==> src/rtl/dma_master_arbiter.sv <==
// Merges NoC per-channel TileLink-UL master ports onto one system-bus master.
// A requests are arbitrated round-robin into a one-entry stage; D responses are routed back by the source tag.
module dma_master_arbiter #(
    parameter int NoC    = 1,
    parameter int TL_RS  = 4,
    parameter int MAXOUT = 4,
    localparam int CW    = (NoC > 1) ? $clog2(NoC) : 1,
    localparam int SW    = CW + TL_RS
) (
    input  logic                 dma_clock_i,
    input  logic                 dma_reset_ni,
    input  logic [3*NoC-1:0]     ca_opcode,
    input  logic [3*NoC-1:0]     ca_param,
    input  logic [4*NoC-1:0]     ca_size,
    input  logic [4*NoC-1:0]     ca_mask,
    input  logic [TL_RS*NoC-1:0] ca_source,
    input  logic [32*NoC-1:0]    ca_address,
    input  logic [32*NoC-1:0]    ca_data,
    input  logic [NoC-1:0]       ca_corrupt,
    input  logic [NoC-1:0]       ca_valid,
    output logic [NoC-1:0]       ca_ready,
    output logic [3*NoC-1:0]     cd_opcode,
    output logic [2*NoC-1:0]     cd_param,
    output logic [4*NoC-1:0]     cd_size,
    output logic [TL_RS*NoC-1:0] cd_source,
    output logic [NoC-1:0]       cd_denied,
    output logic [32*NoC-1:0]    cd_data,
    output logic [NoC-1:0]       cd_corrupt,
    output logic [NoC-1:0]       cd_valid,
    input  logic [NoC-1:0]       cd_ready,
    output logic [2:0]           m_a_opcode,
    output logic [2:0]           m_a_param,
    output logic [3:0]           m_a_size,
    output logic [SW-1:0]        m_a_source,
    output logic [31:0]          m_a_address,
    output logic [3:0]           m_a_mask,
    output logic [31:0]          m_a_data,
    output logic                 m_a_corrupt,
    output logic                 m_a_valid,
    input  logic                 m_a_ready,
    input  logic [2:0]           m_d_opcode,
    input  logic [1:0]           m_d_param,
    input  logic [3:0]           m_d_size,
    input  logic [SW-1:0]        m_d_source,
    input  logic                 m_d_denied,
    input  logic [31:0]          m_d_data,
    input  logic                 m_d_corrupt,
    input  logic                 m_d_valid,
    output logic                 m_d_ready,
    output logic                 route_err_o
);

    localparam int PW = 3 + 3 + 4 + SW + 32 + 4 + 32 + 1;

    logic [PW-1:0]   a_pay_q, a_pay_d, sel_pay;
    logic            m_a_valid_q, m_a_valid_d;
    logic [CW-1:0]   ptr_q, ptr_d;
    logic [2:0]      out_q [NoC];
    logic [2:0]      out_d [NoC];
    logic            route_err_q, route_err_d;

    logic [CW-1:0]   d_idx;
    logic            d_in_range;
    logic [NoC-1:0]  d_dec;
    logic [NoC-1:0]  eligible;
    logic [NoC-1:0]  grant;
    logic [CW-1:0]   grant_idx;
    logic            found;
    logic            stage_free;
    logic            a_fire;
    int              scan;

    // D path: pure steering by the channel tag, no storage.
    always_comb begin
        d_idx       = m_d_source[SW-1:TL_RS];
        d_in_range  = int'(d_idx) < NoC;
        m_d_ready   = 1'b1;
        cd_valid    = '0;
        for (int i = 0; i < NoC; i++) begin
            if (d_in_range && d_idx == CW'(i)) begin
                cd_valid[i] = m_d_valid;
                m_d_ready   = cd_ready[i];
            end
        end
        route_err_d = m_d_valid & ~d_in_range;
    end

    assign cd_opcode  = {NoC{m_d_opcode}};
    assign cd_param   = {NoC{m_d_param}};
    assign cd_size    = {NoC{m_d_size}};
    assign cd_source  = {NoC{m_d_source[TL_RS-1:0]}};
    assign cd_denied  = {NoC{m_d_denied}};
    assign cd_data    = {NoC{m_d_data}};
    assign cd_corrupt = {NoC{m_d_corrupt}};

    // A D beat retiring a request this cycle frees its slot for a same-cycle A accept.
    always_comb begin
        for (int i = 0; i < NoC; i++) begin
            d_dec[i]    = cd_valid[i] & cd_ready[i] & (out_q[i] != 3'd0);
            eligible[i] = ca_valid[i] & ((out_q[i] < 3'(MAXOUT)) | d_dec[i]);
        end
    end

    always_comb begin
        grant     = '0;
        grant_idx = '0;
        found     = 1'b0;
        scan      = 0;
        for (int k = 0; k < NoC; k++) begin
            scan = (int'(ptr_q) + k) % NoC;
            if (!found && eligible[scan]) begin
                grant[scan] = 1'b1;
                grant_idx   = CW'(scan);
                found       = 1'b1;
            end
        end
        stage_free = ~m_a_valid_q | m_a_ready;
        a_fire     = found & stage_free;
        ca_ready   = grant & {NoC{stage_free}};
    end

    always_comb begin
        sel_pay = '0;
        for (int i = 0; i < NoC; i++) begin
            if (grant[i]) begin
                sel_pay = {ca_opcode[i*3 +: 3], ca_param[i*3 +: 3], ca_size[i*4 +: 4],
                           CW'(i), ca_source[i*TL_RS +: TL_RS], ca_address[i*32 +: 32],
                           ca_mask[i*4 +: 4], ca_data[i*32 +: 32], ca_corrupt[i]};
            end
        end
    end

    // Stage reloads on the same cycle it drains, so back-to-back requests leave no bubble.
    always_comb begin
        a_pay_d     = a_pay_q;
        m_a_valid_d = m_a_valid_q;
        ptr_d       = ptr_q;
        if (a_fire) begin
            a_pay_d     = sel_pay;
            m_a_valid_d = 1'b1;
            ptr_d       = CW'((int'(grant_idx) + 1) % NoC);
        end else if (m_a_ready) begin
            m_a_valid_d = 1'b0;
        end
        for (int i = 0; i < NoC; i++) begin
            unique case ({a_fire & grant[i], d_dec[i]})
                2'b10:   out_d[i] = out_q[i] + 3'd1;
                2'b01:   out_d[i] = out_q[i] - 3'd1;
                default: out_d[i] = out_q[i];
            endcase
        end
    end

    always_ff @(posedge dma_clock_i or negedge dma_reset_ni) begin
        if (!dma_reset_ni) begin
            a_pay_q     <= '0;
            m_a_valid_q <= 1'b0;
            ptr_q       <= '0;
            route_err_q <= 1'b0;
            for (int i = 0; i < NoC; i++) begin
                out_q[i] <= 3'd0;
            end
        end else begin
            a_pay_q     <= a_pay_d;
            m_a_valid_q <= m_a_valid_d;
            ptr_q       <= ptr_d;
            route_err_q <= route_err_d;
            for (int i = 0; i < NoC; i++) begin
                out_q[i] <= out_d[i];
            end
        end
    end

    assign {m_a_opcode, m_a_param, m_a_size, m_a_source, m_a_address,
            m_a_mask, m_a_data, m_a_corrupt} = a_pay_q;
    assign m_a_valid   = m_a_valid_q;
    assign route_err_o = route_err_q;

endmodule
==> config.mk <==
export PLATFORM = sky130hd
export DESIGN_NAME = dma_master_arbiter
export DESIGN_NICKNAME = d
export VERILOG_FILES = /design/src/rtl/dma_master_arbiter.sv
export SDC_FILE = /design/constraint.sdc
export NUM_CORES = 1
export LEC_CHECK = 0
export BUFFER_PORTS_ARGS = -buffer_cell sky130_fd_sc_hd__clkbuf_2
export CELL_PAD_IN_SITES_DETAIL_PLACEMENT = 0
export CELL_PAD_IN_SITES_GLOBAL_PLACEMENT = 2
export CORE_MARGIN = 2
export CORE_UTILIZATION = 27
export CTS_CLUSTER_SIZE = 40
export DETAILED_ROUTE_END_ITERATION = 6
export GPL_TIMING_DRIVEN = 0
export PLACE_DENSITY_LB_ADDON = 0.1
export SETUP_SLACK_MARGIN = 0.3
export SLEW_MARGIN = 40
export SYNTH_ARGS = -nofsm -noshare
export SYNTH_HDL_FRONTEND = slang
export SYNTH_SLANG_ARGS = --single-unit
==> constraint.sdc <==
create_clock -name dma_clock_i -period 4.3 [get_ports dma_clock_i]
set_clock_uncertainty 0.1 [all_clocks]
set_input_delay 0.645 -clock dma_clock_i [delete_from_list [all_inputs] [get_ports dma_clock_i]]
set_output_delay 0.645 -clock dma_clock_i [all_outputs]
set_load 0.05 [all_outputs]
==> out/results.tsv <==
stage	metric	value	unit
global_route	grt_first_pass_wirelength	14700	um
floorplan	num_rows	44	
clock_tree	clock-sinks	88	
clock_tree	root_buffer	clkbuf_16	
clock_tree	hold_buffers	0	
timing	rsz0062_at_grt	false	
clock_tree	clock_path_buffers	2	
placed_design	gp_congestion	0.682	
worst_setup_path	crit_slowest_cell	o211ai_2	
layout	fill_cells	1448	
power	power_frac_seq	27.8	%
timing	hold_viol	0	
worst_setup_path	cp_top_family	buffers and inverters	
timing	tns	0	ps
synth	synth_top_area_share	55.4	%
layout	layout.cells.non_filler	674	
drt	drc	0	
clock_tree	post_cts_buffers	0	
synth	synth_warnings	0	
floorplan	initial_core_util	27.5	%
timing	setup_viol	0	
worst_setup_path	crit_chain	clkbuf_2 -> and3b_1 -> o211ai_2 -> buf_4 -> inv_1 -> clkbuf_2	
drt	met1Wirelength	3860	um
clock_tree	worst_skew_pair.late_latency	340	ps
placed_design	io_buffers	224	
drt	routed-wl-met2	4470	um
floorplan	die_h	125	um
power	p_int	2.70	mW
floorplan	core	0.0145	mm^2
worst_hold_path	min_path_type	in -> async	
synth	synth_area_leaders	dfrtp_1 55%, mux2_4 19%, buf_4 9.6%	
drt	viasPerCell	4.05	
worst_setup_path	path_common_cell	clkbuf_2	
drt	drtIter0Drc	56	
synth	ys_seq_elements	88	
drt	routed.top_layer	met4	
worst_setup_path	critPathMaxStageDelay	290	ps
worst_setup_path	critPathKind	in -> out	
synth	ys_types	23	
floorplan	die_w	125	um
layout	area_growth_syn_to_layout	42.9	%
synth	synthCells	250	
drt	wl_met3	845	um
worst_setup_path	start_kind	primary input	
synth	yosys.area.top_type	dfrtp_1	
worst_setup_path	required	3560	ps
power	switching_share	48.7	%
drt	vias	2728	
timing	fin_crit	2540	ps
synth	netlist_area	0.00398	mm^2
timing	period_share	59.0	%
flow_run	cap_violations	0	
power	leakagePower	3.12	nW
drt	ant_nets	0	
drt	wirelength	9310	um
clock_tree	cts_buffers	9	
power	power_density	926	mW/mm^2
power	ir_drop	0.447	mV
drt	wl_per_cell	13.8	um
drt	firstDrtPassIters	4	
clock_tree	cts_resized	0	
placed_design	dp.cells	659	
timing	max_freq	394	MHz
floorplan	io_pins	273	
layout	finalNetCount	625	
global_route	gr-total-overflow	0	
global_route	grt_pass1_vias	2698	
global_route	grt_util_all_layers	12.1	%
worst_setup_path	critPathMaxFanout	10	
clock_tree	clkTransAtPathRegs	60	ps
clock_tree	cts-htree-levels	3	
power	p_switching	2.56	mW
synth	avgSynthCellArea	15.9	um^2
timing	slew_viol_final	0	
run_status	status	finished, final reports clean	
global_route	grt_max_degree	56	
power	pwr-share-comb	56.2	%
synth	seq_area_frac_synth	55.4	%
worst_setup_path	cp_num_buf_inv	4	
placed_design	dp_hpwl	7180	um
worst_setup_path	critPathArrivalTime	1790	ps
layout	num_antenna_cells	0	
power	finalPower	5.26	mW
floorplan	die-area	0.0157	mm^2
power	clock_power_share	15.9	%
global_route	antenna_found_initial	0	
clock_tree	cts_tree	built	
worst_setup_path	cp-end-kind	output pin	
synth	synth_nets	389	
layout	drive_above_1_share	78.0	%
==> metal layers <==
layer	track usage [%]	vias up
li1	-	1261
met3	5.05	8
met4	4.51	0
met2	19.1	140
met1	14.8	1319
met5	0	-
==> state kept, by name, indices dropped and copies added (netlist names) <==
register,count
out_q,3
m_a_valid,1
route_err_o,1
a_pay_q,83
==> cells in the mapped netlist, drive strengths merged <==
| cell | n |
|---|---|
| and3b | 1 |
| nor2b | 1 |
| ha | 1 |
| o21ai | 1 |
| dfrtp | 88 |
| inv | 5 |
| o211ai | 1 |
| nand2 | 1 |
| nor2 | 1 |
| fa | 1 |
| mux2 | 83 |
| nand2b | 1 |
| buf | 57 |
| mux2i | 1 |
| xnor2 | 2 |
| conb | 1 |
| or2 | 1 |
| and2 | 1 |
| o31a | 1 |
| xor2 | 1 |
==> cells by family after synthesis <==
logic type	Yosys count	share of synthesized area [%]
buffers and inverters	62	12.9
multiplexers	84	28.5
AO/OA/AOI/OAI	3	0.660
other	1	0.0943
flip-flops	88	55.4
AND/OR/NAND/NOR	7	1.04
adder cells (fa/ha/maj)	2	0.818
XOR/XNOR	3	0.661
==> power groups by stage <==
stage               registers, mW  clock network (mW)  logic (mW)
CTS                          1.47               0.878        3.00
global route                 1.53               0.906        3.09
finish                       1.47               0.839        2.96
global placement             1.46                   0        2.99
detailed placement           1.48                   0        2.99
floorplan                    2.90                   0       0.907
==> worst paths after layout <==
| path | slack (ps) | start | endpoint | depth (start not counted) |
|---|---|---|---|---|
| max | 1760 | m_d_source[4] | ca_ready | 6 |
| min | 100 | dma_reset_ni | a_pay_q[31] | 1 |
| max reg2reg | 2120 | out_q[2] | out_q[2] | 9 |
| min reg2reg | 400 | a_pay_q[83] | a_pay_q[83] | 1 |
| max in group asynchronous | 3430 | dma_reset_ni | a_pay_q[74] | 2 |
| min in group dma_clock_i | 400 | a_pay_q[83] | a_pay_q[83] | 1 |
==> layout make-up <==
| class | instances | area, um^2 | share of cell area, % |
|---|---|---|---|
| clock inverters | 5 | 81.3 | 1.43 |
| well taps | 184 | 230 | 4.05 |
| inverters | 5 | 18.8 | 0.330 |
| multi-input cells | 100 | 1260 | 22.2 |
| clock buffers | 10 | 239 | 4.20 |
| plain buffers | 57 | 494 | 8.69 |
| repair buffers | 225 | 1160 | 20.4 |
| flip-flops and latches | 88 | 2200 | 38.7 |
==> through the flow <==
| stage | hold WS, ps | worst slack (ps) | cell area [um^2] | utilization [%] |
|---|---|---|---|---|
| finish | 103 | 1760 | 5690 | 39.3 |
| global route | 110 | 1630 | 5690 | 39.3 |
| CTS | 103 | 1720 | 5690 | 39.3 |
| detailed placement | 392 | 1560 | 5370 | 37.1 |
| global placement | 389 | 1290 | 5330 | 36.8 |
| floorplan | 249 | 1920 | 3980 | - |
==> cell usage in the layout (no fill, tap or decap) <==
cell type   count
buf_4          51
nor2_1          1
and3b_1         1
mux2i_1         1
buf_16          1
clkinvlp_4      1
or2_2           1
nand2_1         1
o211ai_2        1
clkbuf_16       9
bufinv_16       2
conb_1          1
fa_1            1
mux2_4         50
nand2b_1        1
buf_6           1
nor2b_1         1
buf_12          5
xnor2_1         2
clkinv_2        1
o31a_1          1
mux2_2         33
dfrtp_1        88
inv_1           5
clkinv_4        1
ha_1            1
o21ai_0         1
xor2_1          1
and2_1          1
clkbuf_2      223
clkbuf_8        2
(Power assumes the default switching activity.)
